`config.mk`:
```
export PLATFORM = sky130hd
export DESIGN_NAME = cpu_multicycle
export DESIGN_NICKNAME = d
export VERILOG_FILES = /design/src/rtl/cpu_multicycle.sv
export SDC_FILE = /design/constraint.sdc
export NUM_CORES = 2
export LEC_CHECK = 0
export BUFFER_PORTS_ARGS = -buffer_cell sky130_fd_sc_hd__buf_2
export CORE_MARGIN = 2
export CORE_UTILIZATION = 40
export DETAILED_ROUTE_END_ITERATION = 8
export SLEW_MARGIN = 40
export SYNTH_ARGS = -nofsm -noshare
export SYNTH_HDL_FRONTEND = slang
export SYNTH_SLANG_ARGS = --single-unit
```
`constraint.sdc`:
```
create_clock -name CLK -period 6.8 [get_ports CLK]
set_input_delay 1.36 -clock CLK [delete_from_list [all_inputs] [get_ports CLK]]
set_output_delay 1.36 -clock CLK [all_outputs]
set_load 0.05 [all_outputs]
```
`src/rtl/cpu_multicycle.sv`:
```
//==============================================================================
// Module  : cpu_multicycle
// Brief   : Multi-cycle RV32I core (FETCH/DECODE/EXECUTE/MEM/WB) with a
//           ready/request data port and a memory-mapped GPIO register.
//           Optional feature macro: CPU_TRAP_EN (TRAP port + HALT state).
// Revision: 1.0 - initial release
//==============================================================================
`default_nettype none

module cpu_multicycle #(
    parameter int          ADDR_WIDTH   = 10,
    parameter int          GPIO_WIDTH   = 32,
    parameter logic [31:0] GPIO_ADDR    = 32'h0000_1000,
    parameter logic [31:0] RESET_VECTOR = 32'h0
) (
    input  logic                  CLK,
    input  logic                  RESET_N,
    input  logic [31:0]           INSTRUCTION,
    output logic [ADDR_WIDTH-1:0] INSTRUCTION_ADDR,
    output logic [ADDR_WIDTH-1:0] RAM_ADDR,
    output logic [31:0]           RAM_WRITE_DATA,
    output logic                  RAM_WRITE_ENABLE,
    output logic                  RAM_REQ,
    input  logic                  RAM_READY,
    input  logic [31:0]           RAM_READ_DATA,
    output logic [GPIO_WIDTH-1:0] GPIO
`ifdef CPU_TRAP_EN
    ,
    output logic                  TRAP
`endif
);

    localparam int PC_W = ADDR_WIDTH + 2;

    localparam logic [6:0] c_OP_LUI    = 7'b0110111;
    localparam logic [6:0] c_OP_AUIPC  = 7'b0010111;
    localparam logic [6:0] c_OP_JAL    = 7'b1101111;
    localparam logic [6:0] c_OP_JALR   = 7'b1100111;
    localparam logic [6:0] c_OP_BRANCH = 7'b1100011;
    localparam logic [6:0] c_OP_LOAD   = 7'b0000011;
    localparam logic [6:0] c_OP_STORE  = 7'b0100011;
    localparam logic [6:0] c_OP_IMM    = 7'b0010011;
    localparam logic [6:0] c_OP_REG    = 7'b0110011;

    typedef enum logic [2:0] {
        S_FETCH   = 3'd0,
        S_DECODE  = 3'd1,
        S_EXECUTE = 3'd2,
        S_MEM     = 3'd3,
        S_WB      = 3'd4
`ifdef CPU_TRAP_EN
        ,
        S_HALT    = 3'd5
`endif
    } state_t;

    state_t                r_state;
    logic [PC_W-1:0]       r_pc;
    logic [PC_W-1:0]       r_next_pc;
    logic [31:0]           r_ir;
    logic [31:0]           r_rs1;
    logic [31:0]           r_rs2;
    logic [31:0]           r_result;
    logic                  r_wr_en;
    logic                  r_is_load;
    logic                  r_is_store;
    logic                  r_is_gpio;
    logic [31:0]           r_rf [32];
    logic                  r_ram_req;
    logic                  r_ram_we;
    logic [ADDR_WIDTH-1:0] r_ram_addr;
    logic [31:0]           r_ram_wdata;
    logic [GPIO_WIDTH-1:0] r_gpio;

    logic [6:0]      w_opcode;
    logic [4:0]      w_rd;
    logic [2:0]      w_funct3;
    logic            w_alt;
    logic [31:0]     w_pc32;
    logic [31:0]     w_imm_i, w_imm_s, w_imm_b, w_imm_u, w_imm_j;
    logic [31:0]     w_alu_b;
    logic [4:0]      w_shamt;
    logic [31:0]     w_alu;
    logic            w_taken;
    logic [31:0]     w_result;
    logic            w_wr;
    logic            w_jump;
    logic            w_load;
    logic            w_store;
    logic [31:0]     w_ea;
    logic            w_ea_gpio;
    logic [PC_W-1:0] w_target;
    logic [PC_W-1:0] w_seq_pc;
    logic [PC_W-1:0] w_next_pc;
`ifdef CPU_TRAP_EN
    logic            r_trap;
    logic            w_illegal;
    logic            w_bad_target;
`endif

    assign w_opcode = r_ir[6:0];
    assign w_rd     = r_ir[11:7];
    assign w_funct3 = r_ir[14:12];
    assign w_alt    = r_ir[30];
    assign w_pc32   = 32'(r_pc);

    assign w_imm_i = {{20{r_ir[31]}}, r_ir[31:20]};
    assign w_imm_s = {{20{r_ir[31]}}, r_ir[31:25], r_ir[11:7]};
    assign w_imm_b = {{19{r_ir[31]}}, r_ir[31], r_ir[7], r_ir[30:25], r_ir[11:8], 1'b0};
    assign w_imm_u = {r_ir[31:12], 12'b0};
    assign w_imm_j = {{11{r_ir[31]}}, r_ir[31], r_ir[19:12], r_ir[20], r_ir[30:21], 1'b0};

    assign w_alu_b = (w_opcode == c_OP_REG) ? r_rs2 : w_imm_i;
    assign w_shamt = w_alu_b[4:0];

    always_comb begin
        w_alu = 32'h0;
        case (w_funct3)
            3'b000:  w_alu = (w_opcode == c_OP_REG && w_alt) ? r_rs1 - w_alu_b : r_rs1 + w_alu_b;
            3'b001:  w_alu = r_rs1 << w_shamt;
            3'b010:  w_alu = {31'b0, $signed(r_rs1) < $signed(w_alu_b)};
            3'b011:  w_alu = {31'b0, r_rs1 < w_alu_b};
            3'b100:  w_alu = r_rs1 ^ w_alu_b;
            3'b101:  w_alu = w_alt ? 32'($signed(r_rs1) >>> w_shamt) : r_rs1 >> w_shamt;
            3'b110:  w_alu = r_rs1 | w_alu_b;
            default: w_alu = r_rs1 & w_alu_b;
        endcase
    end

    always_comb begin
        w_taken = 1'b0;
        case (w_funct3)
            3'b000:  w_taken = (r_rs1 == r_rs2);
            3'b001:  w_taken = (r_rs1 != r_rs2);
            3'b100:  w_taken = ($signed(r_rs1) <  $signed(r_rs2));
            3'b101:  w_taken = ($signed(r_rs1) >= $signed(r_rs2));
            3'b110:  w_taken = (r_rs1 <  r_rs2);
            3'b111:  w_taken = (r_rs1 >= r_rs2);
            default: w_taken = 1'b0;
        endcase
    end

    always_comb begin
        w_result = w_alu;
        w_wr     = 1'b0;
        w_jump   = 1'b0;
        w_load   = 1'b0;
        w_store  = 1'b0;
        w_target = '0;
        w_ea     = r_rs1 + w_imm_i;
`ifdef CPU_TRAP_EN
        w_illegal = 1'b0;
`endif
        case (w_opcode)
            c_OP_LUI: begin
                w_result = w_imm_u;
                w_wr     = 1'b1;
            end
            c_OP_AUIPC: begin
                w_result = w_pc32 + w_imm_u;
                w_wr     = 1'b1;
            end
            c_OP_JAL: begin
                w_result = w_pc32 + 32'd4;
                w_wr     = 1'b1;
                w_jump   = 1'b1;
                w_target = PC_W'(w_pc32 + w_imm_j);
            end
            c_OP_JALR: begin
                w_result = w_pc32 + 32'd4;
                w_wr     = 1'b1;
                w_jump   = 1'b1;
                w_target = PC_W'((r_rs1 + w_imm_i) & ~32'd1);
            end
            c_OP_BRANCH: begin
                w_jump   = w_taken;
                w_target = PC_W'(w_pc32 + w_imm_b);
            end
            c_OP_LOAD: begin
                w_load = 1'b1;
                w_wr   = 1'b1;
            end
            c_OP_STORE: begin
                w_store = 1'b1;
                w_ea    = r_rs1 + w_imm_s;
            end
            c_OP_IMM, c_OP_REG: w_wr = 1'b1;
            default: begin
`ifdef CPU_TRAP_EN
                w_illegal = 1'b1;
`endif
            end
        endcase
    end

    // Sub-word address bits never reach the PC or the GPIO decode.
    assign w_ea_gpio = ((w_ea & ~32'd3) == (GPIO_ADDR & ~32'd3));
    assign w_seq_pc  = PC_W'(w_pc32 + 32'd4);
    assign w_next_pc = (w_jump ? w_target : w_seq_pc) & ~PC_W'(3);
`ifdef CPU_TRAP_EN
    assign w_bad_target = w_jump & w_target[1];
`endif

    always_ff @(posedge CLK or negedge RESET_N) begin
        if (!RESET_N) begin
            r_state     <= S_FETCH;
            r_pc        <= RESET_VECTOR[PC_W-1:0];
            r_next_pc   <= '0;
            r_ir        <= 32'h0;
            r_rs1       <= 32'h0;
            r_rs2       <= 32'h0;
            r_result    <= 32'h0;
            r_wr_en     <= 1'b0;
            r_is_load   <= 1'b0;
            r_is_store  <= 1'b0;
            r_is_gpio   <= 1'b0;
            r_ram_req   <= 1'b0;
            r_ram_we    <= 1'b0;
            r_ram_addr  <= '0;
            r_ram_wdata <= 32'h0;
            r_gpio      <= '0;
`ifdef CPU_TRAP_EN
            r_trap      <= 1'b0;
`endif
            for (int i = 0; i < 32; i++) begin
                r_rf[i] <= 32'h0;
            end
        end else begin
            case (r_state)
                S_FETCH: r_state <= S_DECODE;
                S_DECODE: begin
                    r_ir    <= INSTRUCTION;
                    r_rs1   <= r_rf[INSTRUCTION[19:15]];
                    r_rs2   <= r_rf[INSTRUCTION[24:20]];
                    r_state <= S_EXECUTE;
                end
                S_EXECUTE: begin
`ifdef CPU_TRAP_EN
                    if (w_illegal || w_bad_target) begin
                        r_state <= S_HALT;
                        r_trap  <= 1'b1;
                    end else begin
`else
                    begin
`endif
                        r_result   <= w_result;
                        r_wr_en    <= w_wr && (w_rd != 5'd0);
                        r_next_pc  <= w_next_pc;
                        r_is_load  <= w_load;
                        r_is_store <= w_store;
                        r_is_gpio  <= w_ea_gpio;
                        if (w_load || w_store) begin
                            r_state <= S_MEM;
                            if (!w_ea_gpio) begin
                                r_ram_req   <= 1'b1;
                                r_ram_we    <= w_store;
                                r_ram_addr  <= w_ea[ADDR_WIDTH+1:2];
                                r_ram_wdata <= r_rs2;
                            end
                        end else begin
                            r_state <= S_WB;
                        end
                    end
                end
                S_MEM: begin
                    if (r_is_gpio) begin
                        if (r_is_store) begin
                            r_gpio <= r_rs2[GPIO_WIDTH-1:0];
                        end else begin
                            r_result <= 32'(r_gpio);
                        end
                        r_state <= S_WB;
                    end else if (RAM_READY) begin
                        r_ram_req <= 1'b0;
                        r_ram_we  <= 1'b0;
                        if (r_is_load) begin
                            r_result <= RAM_READ_DATA;
                        end
                        r_state <= S_WB;
                    end
                end
                S_WB: begin
                    if (r_wr_en) begin
                        r_rf[w_rd] <= r_result;
                    end
                    r_pc    <= r_next_pc;
                    r_state <= S_FETCH;
                end
`ifdef CPU_TRAP_EN
                S_HALT: r_state <= S_HALT;
`endif
                default: r_state <= S_FETCH;
            endcase
        end
    end

    assign INSTRUCTION_ADDR = r_pc[PC_W-1:2];
    assign RAM_ADDR         = r_ram_addr;
    assign RAM_WRITE_DATA   = r_ram_wdata;
    assign RAM_WRITE_ENABLE = r_ram_we;
    assign RAM_REQ          = r_ram_req;
    assign GPIO             = r_gpio;
`ifdef CPU_TRAP_EN
    assign TRAP             = r_trap;
`endif

endmodule

`default_nettype wire

```
======== Yosys cells after proc, flatten, opt, wreduce, memory -nomap -nowiden ========
Cells that the tools add are included.
word-level totals
  register bits ........................... 1255
  input bits .............................. 67
  output and inout port bits .............. 86
  logic and storage cells ................. 160
operators by class
  $add $sub $neg .......................... 8
  $lt $le $gt $ge ......................... 10
  eq/ne operators ......................... 30
  shifts and indexed selects .............. 3
  multiplexer cells ....................... 39
  bitwise operators ....................... 7
  reductions and logical operators ........ 15
operators by type and width
  kind                  count
  $bwmux 1024           1
  $mux 32               13
  $bmux 32 s5           2
  $pmux 32 s7           1
  $demux 32 s5          1
  $lt 32x32->1          4
  $add 32x32->32        3
  $pmux 32 s3           1
  $ge 32x32->1          2
  $pmux 32 s2           1
  $pmux 12 s3           1
  $add 12x32->32        1
  $and 32x32->32        1
  $eq 32x32->1          1
  $ne 32x32->1          1
  $or 32x32->32         1
  $shl 32x5->32         1
  $shr 32x5->32         1
  $sshr 32x5->32        1
  $sub 32x32->32        1
  $xor 32x32->32        1
  $eq 30x11->1 const B  1
  $add 12x12->12        2
  $eq 7x6->1 const B    3
  other kinds (30)      66

======== Longest topological paths before layout ========
  word-level depth ........................ 7
  depth in mapped cells ................... 22
  mapped depth without buffers ............ 18

======== Worst setup path after synthesis ========
Ideal clock, no wire load.
  kind .................................... register to register
  start ................................... reg r_ir[2]
  end ..................................... reg r_result[21]
  setup time .............................. 0.125 ns
  arrival time ............................ 4.588 ns
  data required time ...................... 6.675 ns
  setup slack ............................. 2.086 ns
  stages on the path, launching flop included .. 22
  buffers on the path ..................... 6
  path through ............................ dfrtp_1 > buf_2 > or3b_1 > clkbuf_1 > nor3_1 > nor2_1 > clkinv_1 > buf_2 > buf_2 > buf_2 > buf_1 > ha_1 > a21oi_1 > a21oi_1 > o21ai_0 > a21oi_1 > or2_2 > a221oi_1 > nor3_1 > a2111oi_0 > and3_1 > o21ai_1
on the way
  longest elaborated chain between the ends .. 7
RTL lines
  item                                    line      text
  start, declared                         60        logic [31:0] r_ir;
  start signal, assigned                  209       r_ir <= 32'h0;
  start signal, assigned                  232       r_ir <= INSTRUCTION;
  $eq 7x6->1                              113, 119
  $mux 32                                 113       assign w_alu_b = (w_opcode == c_OP_REG) ? r_rs2 : w_imm_i;
  $add 32x32->32 (tied with other cells)  119       3'b000: w_alu = (w_opcode == c_OP_REG && w_alt) ? r_rs1 - w_alu_b : r_rs1 + w_alu_b;
  $mux 32, on equally long branches       119, 124
  $pmux 32 s7                             118       case (w_funct3)
  $pmux 32 s3 (*)                         154       case (w_opcode)
  $pmux 32 s2 (*)                         229       case (r_state)
  end signal, assigned                    246       r_result <= w_result;
  end signal, assigned                    270       r_result <= 32'(r_gpio);
  end, declared                           63        logic [31:0] r_result;
Mark *: on every way between the ends. The rest lies on a longest branch, timed or not.
A chain may end at the register's enable or synchronous reset.

======== Worst setup path in the final report ========
  start ................................... reg r_ir[5]
  end ..................................... reg r_result[0]
Same word-level chain as after synthesis.

==> impl_metrics.env <==
export IMPL_status="finished clean"
export IMPL_synthMuxAreaShare_pct=38.8
export IMPL_final_nets=6178
export IMPL_layout_drive_gt1_share_pct=40.9
export IMPL_die_y_microns=442
export IMPL_rsz0062_at_grt="no"
export IMPL_critPathCaptureType="flop"
export IMPL_gp_congestion=1.02
export IMPL_fp_dieW_microns=442
export IMPL_syn_avg_cell_area_sq_um=12.8
export IMPL_drt_iter0_markers=6325
export IMPL_cts_repair_resized=0
export IMPL_layout_common_cells="dfrtp_1 (1225), mux2_2 (1117), mux4_2 (641)"
export IMPL_clock_skew_ns=0.0443
export IMPL_path_cells="nor3b_2 -> nand2_1 -> buf_4 -> o21ai_0 -> inv_1 -> ha_1 -> or3_1 -> or2_2 -> or2_2 -> nor4b_1 -> nor2_1 -> o21ai_0 -> o21ai_0 -> o31ai_1 -> a21oi_1 -> o221a_2"
export IMPL_ys_seq_area_share_pct=40.9
export IMPL_clockBufferDepth=3
export IMPL_num_rows=160
export IMPL_drc_errors=0
export IMPL_total_power_uw=34200
export IMPL_synth_simple_area_share_pct=4.97
export IMPL_grt_pass1_wl_mm=417
export IMPL_syn2layout_area_growth_pct=11.7
export IMPL_die_area_sq_um=195000
export IMPL_drv_slew=0
export IMPL_start_util_pct=40.3
export IMPL_synth_xor_area_share_pct=0.901
export IMPL_clock_sinks=1255
export IMPL_cpPeakStageDelay_ns=0.62
export IMPL_drtPass1Iterations=8
export IMPL_gr_total_overflow=0
export IMPL_hpwl_mm=192
export IMPL_max_clock_freq_ghz=0.175
export IMPL_power_leakage_uw=0.0390
export IMPL_synth_enable_flop_cells=0
export IMPL_synth_nets=6249
export IMPL_clock_root_buffer="clkbuf_16"
export IMPL_ys_seq_elements=1255
export IMPL_design_core_area_sq_um=190000
export IMPL_finalSetupTns_ns=0
export IMPL_hold_class="in -> async"
export IMPL_grt_max_degree=167
export IMPL_fin_crit_ns=5.73
export IMPL_worstSetupStartpointType="flop"
export IMPL_synthCells=6013
export IMPL_clk_pin_slew_ns=0.07
export IMPL_critPathSlowestCell="o21ai_0"
export IMPL_cts_made_buffers=144
export IMPL_ir_drop_mv=0.263
export IMPL_finalHoldViolCount=0
export IMPL_synthFlopType="dfrtp_1"
export IMPL_ys_types=91
export IMPL_multi_input_area_sq_um=43200
export IMPL_power_density_nw_per_um2=399
export IMPL_synthAdderAreaFrac_pct=2.77
export IMPL_h_tree_depth=4
export IMPL_required_ns=7.51
export IMPL_grt_pass1_vias=55644
export IMPL_viasPerCell=6.53
export IMPL_grtUsageTotal_pct=29.5
export IMPL_ant_nets=0
export IMPL_yosys_warnings=0
export IMPL_synth_top_family_by_area="multiplexers"
export IMPL_wl_per_cell_microns=34.1
export IMPL_antenna_found_initial=11
export IMPL_tightestPinTransition_ns=0.966
export IMPL_drv_cap=0
export IMPL_clk_latency_ns=0.84
export IMPL_drt_total_wl_mm=292
export IMPL_slew_headroom_pct=34.9
export IMPL_holdWs_ns=0.475
export IMPL_post_cts_buffers=0
export IMPL_io_pin_count=153
export IMPL_arrival_ns=6.44
export IMPL_cts_tree="done"
export IMPL_seq_area_sq_um=31400
export IMPL_finalSetupViolCount=0
export IMPL_cts_hold_buf=0
export IMPL_async_flop_share_pct=100
export IMPL_fin_crit_sh_pct=84.2
export IMPL_syn_cell_area_sq_um=76800
export IMPL_critPathKind="reg -> reg"
export IMPL_synth_compound_area_share_pct=8.14
export IMPL_fillers=17070
export IMPL_cp_max_fo=9
export IMPL_cp_common_cell="o21ai_0"
export IMPL_num_vias=55916
export IMPL_port_buffers=152
export IMPL_final_common_cell="dfrtp_1"
-- kinds of logic after synthesis --
family | after synthesis
compound gates | 970
xor+xnor | 79
fa+ha+maj | 169
buf+inv | 698
flops | 1255
mux | 2017
simple gates | 825
-- worst max-delay path: cells and delay by family (launching register included) --
family	cells	cell delay, ns
AOI/OAI and AO/OA	6	1.75
adders and majority gates	1	0.37
buffers and inverters	2	0.39
DFF	1	0.48
and+or+nand+nor	7	2.61
-- cells in the mapped netlist (all sizes together) (9+ instances only) --
cell	instances	area, sq um
a211o	9	78.8
a211oi	58	440
a21o	84	631
a21oi	332	1670
a221o	13	130
a221oi	22	193
a22oi	13	97.6
a31oi	46	288
and2	15	93.8
and3	18	113
buf	146	607
clkbuf	400	1500
dfrtp	1255	31400
ha	167	2090
inv	150	563
mux2	1154	13100
mux2i	222	2220
mux4	641	14400
nand2	229	860
nand2b	19	119
nand3	80	400
nand4	29	181
nor2	272	1020
nor2b	19	119
nor3	70	367
nor4	14	103
o2111ai	10	87.6
o211ai	38	285
o21a	16	120
o21ai	162	811
o21bai	25	188
o221ai	24	210
o22ai	13	81.3
o311ai	9	78.8
o31ai	13	97.6
or2	11	68.8
or3	18	113
xnor2	52	455
xor2	27	236
-- power by group --
| group | switching (uW) | internal (uW) | total, uW |
|---|---|---|---|
| clock network | 3360 | 4460 | 7830 |
| registers | 2120 | 8160 | 10300 |
| logic | 10700 | 5370 | 16100 |
| total | 16200 | 18000 | 34200 |
-- cell type report --
type	count	share of cell area [%]
clock inverters	49	0.747
multi-input cells	4060	50.3
diodes	5	0.0146
repair buffers	329	3.20
well taps	2511	3.66
clock buffers	205	4.72
flip-flops and latches	1255	36.7
inverters	152	0.665
-- per-stage QoR --
| stage | util [%] | area, sq um | worst slack [ns] | cells |
|---|---|---|---|---|
| 6_report | 45.1 | 85800 | 1.07 | 8566 |
| 3_3_place_gp | 42.2 | 80400 | 1.35 | 8288 |
| 4_1_cts | 44.9 | 85500 | 1.20 | 8553 |
| 2_1_floorplan | - | 76800 | 2.09 | 6013 |
| 5_1_grt | 45.0 | 85800 | 0.874 | 8562 |
| 3_5_place_dp | 42.5 | 80900 | 1.25 | 8299 |
-- state kept, by name (all words and copies together) (netlist names), 3 cells and up --
signal and flops:
GPIO 32, RAM_ADDR 10, r_rf 1024, r_rs2 32
r_state 3, r_result 32, r_pc 10, r_rs1 32
RAM_WRITE_DATA 32, r_ir 32, r_next_pc 10
-- routing by layer --
layer | up-vias | share of wire [%] | track usage, %
li1 | 22868 | - | -
met1 | 29748 | 41 | 40.7
met2 | 2648 | 45 | 44.8
met3 | 650 | 8.2 | 5.65
met4 | 2 | 5.6 | 14.4
met5 | - | 0.0069 | 0
-- path summary, 6_finish.rpt --
path                          startpoint            end  slack [ns]  depth (start not counted)
setup / recovery                 r_ir[5]    r_result[0]        1.07                         16
hold / removal                   RESET_N      r_rf[594]        0.48                          1
setup reg to reg                 r_ir[5]    r_result[0]        1.07                         16
hold reg to reg            r_next_pc[11]  r_next_pc[11]        0.48                          2
max in group asynchronous        RESET_N    RAM_ADDR[8]        4.67                          4
min in group CLK           r_next_pc[11]  r_next_pc[11]        0.48                          2
Power figures use the tool's default switching activity.
